<file path="config.mk">
export PLATFORM = sky130hd
export DESIGN_NAME = fifo_write_arbiter
export DESIGN_NICKNAME = d
export VERILOG_FILES = /design/src/rtl/fifo_write_arbiter.sv
export SDC_FILE = /design/constraint.sdc
export NUM_CORES = 1
export LEC_CHECK = 0
export CORE_UTILIZATION = 42
export CTS_CLUSTER_DIAMETER = 200
export DETAILED_ROUTE_END_ITERATION = 10
export PLACE_DENSITY = 0.87
export SYNTH_ARGS = -nofsm -noshare
export SYNTH_HDL_FRONTEND = slang
export SYNTH_SLANG_ARGS = --single-unit
</file>
<file path="constraint.sdc">
create_clock -name clock -period 2.8 [get_ports clock]
set_clock_uncertainty 0.2 [all_clocks]
set_input_delay 0.7 -clock clock [delete_from_list [all_inputs] [get_ports clock]]
set_output_delay 0.7 -clock clock [all_outputs]
set_load 0.005 [all_outputs]
</file>
<file path="src/rtl/fifo_write_arbiter.sv">
// Round-robin arbiter that shares a single FIFO write port among four
// requesters. A grant lasts until its owner drops its request or has had
// MAX_BURST words written. The FIFO full flag stalls the grant without
// any timeout.
module fifo_write_arbiter #(
    parameter int WORD_SIZE  = 4,
    parameter int REQUESTERS = 4,
    parameter int MAX_BURST  = 4
) (
    input  logic                            clock,
    input  logic                            reset,
    input  logic [REQUESTERS-1:0]           request,
    input  logic [REQUESTERS*WORD_SIZE-1:0] data_in,
    input  logic                            fifo_full,
    output logic [REQUESTERS-1:0]           grant,
    output logic [REQUESTERS-1:0]           accept,
    output logic                            fifo_write_enable,
    output logic [WORD_SIZE-1:0]            fifo_data,
    output logic                            busy
);

    // The burst counter is 4 bits wide, so MAX_BURST is limited to 1..15.
    localparam logic [3:0] BURST_LIMIT = 4'(MAX_BURST);

    typedef enum logic {
        IDLE  = 1'b0,
        GRANT = 1'b1
    } state_t;

    state_t                  state_q, state_d;
    logic [REQUESTERS-1:0]   grant_q, grant_d;
    logic [1:0]              owner_q, owner_d;
    logic [1:0]              last_q, last_d;
    logic [3:0]              burst_q, burst_d;

    logic [1:0]              pick_idx;
    logic                    pick_found;
    logic [1:0]              cand_idx;
    logic                    owner_req;
    logic [3:0]              burst_inc;
    logic [WORD_SIZE-1:0]    data_words [REQUESTERS];

    // Split the packed data bus into one word per requester, and gate each
    // accept bit with the shared write strobe.
    genvar gi;
    generate
        for (gi = 0; gi < REQUESTERS; gi++) begin : g_slice
            assign data_words[gi] = data_in[gi*WORD_SIZE +: WORD_SIZE];
            assign accept[gi]     = grant_q[gi] & fifo_write_enable;
        end
    endgenerate

    assign busy              = (state_q == GRANT);
    assign owner_req         = request[owner_q];
    assign fifo_write_enable = busy & owner_req & ~fifo_full;
    assign fifo_data         = busy ? data_words[owner_q] : '0;
    assign grant             = grant_q;
    assign burst_inc         = burst_q + 4'd1;

    // Round-robin search: first requesting index starting after the last owner.
    always_comb begin
        pick_idx   = last_q + 2'd1;
        pick_found = 1'b0;
        cand_idx   = 2'd0;
        for (int k = 1; k <= REQUESTERS; k++) begin
            cand_idx = last_q + 2'(k);
            if (!pick_found && request[cand_idx]) begin
                pick_idx   = cand_idx;
                pick_found = 1'b1;
            end
        end
    end

    // Next-state logic: arbitrate in IDLE; in GRANT count words and decide release.
    always_comb begin
        state_d = state_q;
        grant_d = grant_q;
        owner_d = owner_q;
        last_d  = last_q;
        burst_d = burst_q;
        case (state_q)
            IDLE: begin
                if (pick_found) begin
                    state_d = GRANT;
                    grant_d = 4'b0001 << pick_idx;
                    owner_d = pick_idx;
                    burst_d = 4'd0;
                end
            end
            GRANT: begin
                if (!owner_req) begin
                    // Owner withdrew; this also applies while the FIFO is full.
                    state_d = IDLE;
                    grant_d = '0;
                    last_d  = owner_q;
                end else if (fifo_write_enable) begin
                    burst_d = burst_inc;
                    if (burst_inc == BURST_LIMIT) begin
                        state_d = IDLE;
                        grant_d = '0;
                        last_d  = owner_q;
                    end
                end
                // FIFO full with owner still requesting: hold everything.
            end
            default: begin
                state_d = IDLE;
                grant_d = '0;
            end
        endcase
    end

    // State registers; reset aborts any grant at once and gives requester 0 priority.
    always_ff @(posedge clock or posedge reset) begin
        if (reset) begin
            state_q <= IDLE;
            grant_q <= '0;
            owner_q <= 2'd0;
            last_q  <= 2'd3;
            burst_q <= 4'd0;
        end else begin
            state_q <= state_d;
            grant_q <= grant_d;
            owner_q <= owner_d;
            last_q  <= last_d;
            burst_q <= burst_d;
        end
    end

endmodule

</file>
==> results.md, run 1 <==
- The fraction of the core area covered by cells at the end of the flow is 66.2%.
- The DRC violation count after routing is 0.
- Summed over all layers, the global routing overflow is 0.
- The power density over cell area is 856 mW/mm^2.
- The wire length of the first global-routing pass is 3.46 mm.
- The initial core utilization is 44.7%.
- The sequential share of the synthesized area is 37.4%.
- The final number of hold-violating endpoints is 0.
- The peak clock frequency supported by timing is 0.363 GHz.
- The area added between synthesis and finish is 48.1%.
- The HPWL after detailed placement is 1.87 mm.
- At the end of routability-driven placement, the weighted congestion stood at 0.860.
- The power consumption is 1.11 mW.
- The count of max-cap constraint violations is 0.
- Counting flops and latches in the post-synthesis netlist gives 13.
- The H-tree level count is 1.
- The number of global-route vias before repair is 848.
- The largest vdd supply drop is 619 uV.
- The number of antenna diodes is 0.
- Counting every net in the synthesized netlist gives 112.
- The number of buffers created by CTS is 3.
- The count of cells along the worst hold path is 1.
- Setup violations remaining at the end of the flow were counted as 0.
- The count of pins over their slew limit came to 0.
- At the worst endpoint, the required time is 1.90 ns.
- The type of element capturing the critical path is an output port.
- After synthesis the cells add up to 877 um^2.
- The TritonCTS clock tree is yes.
- No sink is reached through more buffers than the 2 on the longest clock path.
- During I/O placement, the number of pins put on the boundary was 37.
- The count of synthesis-stage warnings from yosys is 0.
- The number of nets at the end of the flow is 157.
- The number of rows created at floorplan is 16.
- The die is 47.7 um tall.
- The worst endpoint data arrival time is 1.85 ns.
- Global routing consumed, over all layers together, 22.3% of the routing resources.
- After clock tree synthesis, the clock-pin slew on the worst setup and hold paths is 0.08 ns.
- The leading area contributor after synthesis is dfrtp_1.
- The post-placement cell area is 0.00131 mm^2.
- The gate count of the mapped netlist is 87.
- The number of antenna violations at the first check in global routing is 0.
- The leakage power of the design is 0.595 nW.
- Of all nets on the critical path, the largest fanout is 5.
- The tree built by TritonCTS fans out to 13 sinks.
- By count the netlist is led by dfrtp_1 (11), nand2_1 (9), and2_1 (8).
- The slew at the pin with the worst max-slew slack is 0.512 ns.
- Setup repair after global routing left no endpoint under its margin.
- The total area inside the core boundary comes to 0.00196 mm^2.
- The worst pin sits at a relative slew slack of 65.9%.
- The clock insertion delay at the later pin of the skew report is 0.28 ns.
- The area fraction of the dominant cell type after synthesis is 31.4%.
- In the final layout, the share of cells above drive strength 1 is 28.2%.
- By instance count, the leading cell after synthesis is dfrtp_1.
- The per-cell routed wire length is 15.1 um.
- The largest net degree at the start of global routing is 14.
- Input and output buffers added on the ports amount to 36.
- The post-cts hold buffer count is 0.
- The cell count of the worst reg-to-reg path is 7.
- The die covers 0.00228 mm^2.
- The distinct cell type count of the synthesized netlist is 29.
- Across all layers, the routed design uses 831 vias.
- The most frequently used flop master after synthesis is dfrtp_1.
- The die width is 47.7 um.
- The number of synthesized flops with an enable pin is 0.
- The share of synthesized registers carrying an async set or reset is 100%.
- The number of violations reported at the end of detailed-routing iteration 0 is 9.
- The type of the tightest min-delay check is flop to flop.
- The worst hold slack across all endpoints is 0.331 ns.
- The clock tree root buffer cell is clkbuf_4.
- The antenna violation net count after detailed routing is 0.
- The overall routed net length is 2.39 mm.
- After synthesis, the mean cell area works out to 10.1 um^2.
- By area the synthesized netlist is led by dfrtp_1 (31%), mux4_2 (13%), dfstp_2 (6.0%).
- After layout, the worst path uses 98.3% of the clock period.
- STA classifies the critical path startpoint as an input pin.
- The routed via count divided by cell count is 5.26.
- The finished cells cover 0.00130 mm^2.
- The routed design could run at a clock period as short as 2.75 ns.
- The critical setup path kind is input pin to output port.
- The number of optimization iterations in the first detailed-route pass is 4.
- The flow ran to the end, and the final reports show no timing, DRC or antenna violations.
registers in the layout (all words and copies together) (netlist names):
signal   flops
owner_q      2
grant        4
busy         1
burst_q      4
last_q       2
kinds of logic (layout without fill, tap and decap cells):
logic type | after synthesis | after routing | share of synthesized area [%]
AOI/OAI and AO/OA | 20 | 20 | 15.6
xor gates and xnor gates | 3 | 3 | 3.00
adders and majority gates | 2 | 2 | 2.85
buffers and inverters | 8 | 52 | 4.56
DFF | 13 | 13 | 37.4
muxes | 10 | 10 | 19.1
and+or+nand+nor | 31 | 31 | 17.5
per-layer routing:
metal | up-vias | GRT usage (%) | routed length, um
met2 | 32 | 40.5 | 1210
met1 | 398 | 24.2 | 960
met3 | 4 | 7.92 | 198
met5 | - | 0 | 0
li1 | 397 | - | -
met4 | 0 | 6.11 | 15
critical path: stages:
cell and delay [ns]:
dlygate4sd2_1 0.24, mux4_2 0.49, nand2_2 0.10, nor2_4 0.05
and2_4 0.15, buf_2 0.12
area by class of cell:
type | count | area (um^2)
fill | 173 | 663
multi-input combinational | 66 | 527
timing repair buffer | 44 | 369
sequential | 13 | 328
tap | 27 | 33.8
clock buffer | 4 | 26.3
inverter | 4 | 15.0
cells in the final DEF, fill, tap and decap left out, drive strengths merged:
cell           instances
clkdlybuf4s50         22
buf                   17
dfrtp                 11
nand2                  9
and2                   8
nor2                   7
a21oi                  5
o21ai                  5
mux4                   5
dlygate4sd2            5
inv                    4
mux2                   4
clkbuf                 4
a22o                   3
xor2                   2
or2                    2
a221o                  2
nand2b                 2
o2bb2ai                2
ha                     2
dfstp                  2
nor2b                  1
o22ai                  1
o21bai                 1
nand3b                 1
nand3                  1
xnor2                  1
a221oi                 1
mux2i                  1
power by group:
| group | switching, mW | internal [mW] | total, mW |
|---|---|---|---|
| combinational | 0.258 | 0.356 | 0.614 |
| clock | 0.0641 | 0.0554 | 0.119 |
| sequential | 0.104 | 0.274 | 0.378 |
| total | 0.426 | 0.686 | 1.11 |
timing repair:
action	4_1_cts	5_1_grt
gates cloned	0	0
buffers inserted	0	0
setup endpoints to repair	9	1
gates resized for setup	47	0
pin swaps	1	1
per-stage QoR:
stage / worst slack, ns / TNS, ns / std cells
floorplan: 0.302 / 0 / 87
global placement: -0.451 / -3.17 / 154
detailed placement: -0.486 / -3.44 / 154
CTS: 0.0435 / 0 / 158
global route: 0.00681 / 0 / 158
finish: 0.0477 / 0 / 158
worst paths after layout:
path	startpoint	to	slack, ns
min in group asynchronous	reset	burst_q[1]	0.52
worst min register to register	burst_q[2]	burst_q[2]	0.33
max in group asynchronous	reset	last_q[1]	1.53
worst max-delay path	request[3]	accept[2]	0.05
worst min-delay path	burst_q[2]	burst_q[2]	0.33
worst max register to register	owner_q[0]	burst_q[2]	0.72
Note: power is estimated with default switching activity, not from simulation.
==> inputs of run 2 (changes only) <==
--- a/constraint.sdc
+++ b/constraint.sdc
@@ -4,2 +4,2 @@
 set_output_delay 0.7 -clock clock [all_outputs]
-set_load 0.005 [all_outputs]
+set_load 0.1 [all_outputs]
==> results.md, run 2 (synthesized netlist as in run 1, its figures left out) <==
- The overflow left after global routing is 0 (unchanged).
- The clock edge transition at the registers on the reported setup and hold paths is 0.08 ns (about the same).
- The worst endpoint data arrival time is 1.88 ns (+0.03 ns).
- The number of nets at the end of the flow is 154 (-1.9%).
- The worst hold path belongs to the class flop to flop.
- Leaving out fill and tap cells, the most frequent cells in the layout are dlymetal6s2s_1 (12), dfrtp_1 (9), buf_12 (9), buf_4 (9).
- The buffer levels on the longest clock path was 2 (unchanged).
- The via count is 854 (+2.8%).
- The count of cells along the worst hold path is 1 (unchanged).
- The cell count of the worst reg-to-reg path is 6 (-1).
- The final period demand of the worst path is 2.78 ns (+0.0285 ns).
- The H-tree level count is 1 (unchanged).
- The type of origin of the critical path is an input pin.
- The largest fanout on the critical path is 5 (unchanged).
- The number of violations reported at the end of detailed-routing iteration 0 is 19 (+10).
- The top-level port count was 37 (unchanged).
- The number of buffers created by CTS is 3 (unchanged).
- The wire length of the first global-routing pass is 3.57 mm (+3.0%).
- The antenna violation net count after detailed routing came to 0 (unchanged).
- The number of rows created at floorplan came to 16 (unchanged).
- The slew at the pin with the worst max-slew slack is 0.498 ns (-0.0138 ns).
- The DRC violation count after routing is 0 (unchanged).
- The placer congestion estimate is 0.834 (-3.1%).
- The sum of negative setup slack is 0 ns (unchanged).
- The data required time of the worst path is 1.90 ns (about the same).
- The number of failing setup endpoints in the final timing report came to 0 (unchanged).
- The HPWL after detailed placement is 1.92 mm (+2.9%).
- The die height is 47.7 um (unchanged).
- The leakage power of the design is 0.736 nW (+24%).
- The overall routed net length was 2.50 mm (+4.7%).
- The count of buffers from port buffering came to 36 (unchanged).
- TritonCTS built the clock tree.
- The final number of hold-violating endpoints came to 0 (unchanged).
- From synthesis to final layout, the design area changed by 65.2%.
- The initial core utilization is 44.7% (unchanged).
- The number of buffers inserted by post-CTS setup repair is 0 (unchanged).
- The routed via count divided by cell count was 5.51 (+4.8%).
- The post-cts hold buffer count is 0 (unchanged).
- The final critical-path setup slack came to 0.0192 ns (-0.0285 ns).
- The full die area was 0.00228 mm^2 (unchanged).
- The count of max-cap constraint violations came to 0 (unchanged).
- The global routing usage summed across all routing layers is 23.1% (+0.80 points).
- The number of global-route vias before repair was 887 (+4.6%).
- The largest vdd supply drop is 855 uV (+38%).
- The fraction of final layout cells sized beyond drive strength 1 is 35.9% (+7.7 points).
- The critical setup path kind is input pin to output port.
- The number of optimization iterations in the first detailed-route pass came to 4 (unchanged).
- The clock tree root buffer cell is clkbuf_4.
- The part of the cycle the worst path needs was 99.3% (+1.0 points).
- The die width was 47.7 um (unchanged).
- The number of antenna diodes came to 0 (unchanged).
- The number of antenna violations at the first check in global routing is 0 (unchanged).
- The run finished with clean final reports.
- The clock insertion delay at the later pin of the skew report came to 0.28 ns (about the same).
- The largest net degree at the start of global routing is 14 (unchanged).
- STA classifies the critical path endpoint as an output port.
- The count of pins over their slew limit is 0 (unchanged).
- The leading cell type in the layout, fill and taps excluded is dlymetal6s2s_1.
- The worst slew margin relative to its limit was 66.8% (+0.92 points).
- The cell count after placement is 151 (-1.9%).
- The worst setup timing slack at the placement stage was -0.267 ns (+0.219 ns).
- The per-cell routed wire length was 16.1 um (+6.8%).
- The number of sinks on the clock net is 13 (unchanged).
- The power density over cell area is 1250 mW/mm^2 (+46%).
- The core outline area came to 0.00196 mm^2 (unchanged).
- The peak clock frequency supported by timing is 0.360 GHz (-1.0%).
- The final instance count without filler cells is 155 (-1.9%).
==> run 2: cell types whose count changed in the layout (fill, tap and decap cells not counted), moves of 2 or more <==
| cell | previous run | this run |
|---|---|---|
| and2_4 | 3 | 8 |
| dfrtp_1 | 11 | 9 |
| dfrtp_2 | 0 | 2 |
| clkdlybuf4s50_1 | 22 | 2 |
| dlymetal6s2s_1 | 0 | 12 |
| buf_2 | 9 | 0 |
| clkdlybuf4s15_1 | 0 | 4 |
| buf_12 | 0 | 9 |
| and2_1 | 5 | 0 |
==> run 2: routing by layer <==
| layer | GRT usage (%) | up-vias | wire, um |
|---|---|---|---|
| met5 | 0 | - | 0 |
| met3 | 6.79 | 7 | 240 |
| met2 | 43.5 | 43 | 1280 |
| li1 | - | 397 | - |
| met1 | 23.6 | 407 | 929 |
| met4 | 8.89 | 0 | 51 |
==> run 2: layout make-up <==
class,count,area [um^2]
clock buffers,4,26.3
fillers,134,513
inverters,4,15.0
multi-input cells,66,539
flip-flops and latches,13,330
well taps,27,33.8
repair buffers,41,504
==> run 2: final timing paths <==
kind / to / slack, ns / startpoint
worst min-delay path: grant[3] / 0.33 / grant[3]
worst max register to register: burst_q[2] / 0.74 / owner_q[1]
worst min register to register: grant[3] / 0.33 / grant[3]
min in group asynchronous: grant[1] / 0.56 / reset
max in group asynchronous: busy / 1.49 / reset
worst max-delay path: accept[0] / 0.02 / request[1]
==> run 2: critical path, cell delays in order <==
cell and delay [ns]:
clkdlybuf4s15_1 0.19, mux4_2 0.49, nand2_2 0.11, nor2_4 0.06
and2_4 0.17, buf_12 0.16
==> run 2: stage by stage <==
step                instance area, um^2  total power [mW]  hold slack [ns]  utilization [%]
floorplan                           891              1.28            0.287                -
global placement                   1370              1.62            0.309             70.0
detailed placement                 1370              1.65            0.307             70.0
CTS                                1410              1.81            0.342             72.0
global route                       1450              1.91            0.366             73.9
finish                             1450              1.81            0.335             73.9
==> run 2: where the power goes <==
| part | total, mW | internal (mW) | switching (mW) |
|---|---|---|---|
| registers | 0.403 | 0.277 | 0.126 |
| clock network | 0.116 | 0.0553 | 0.0607 |
| logic | 1.29 | 0.480 | 0.812 |
==> run 2: what timing repair did <==
action                                  in CTS  in global routing
pin swaps                                    5                  2
gates resized for setup                     16                 17
gates cloned                                 0                  0
endpoints found under the setup margin       9                  9
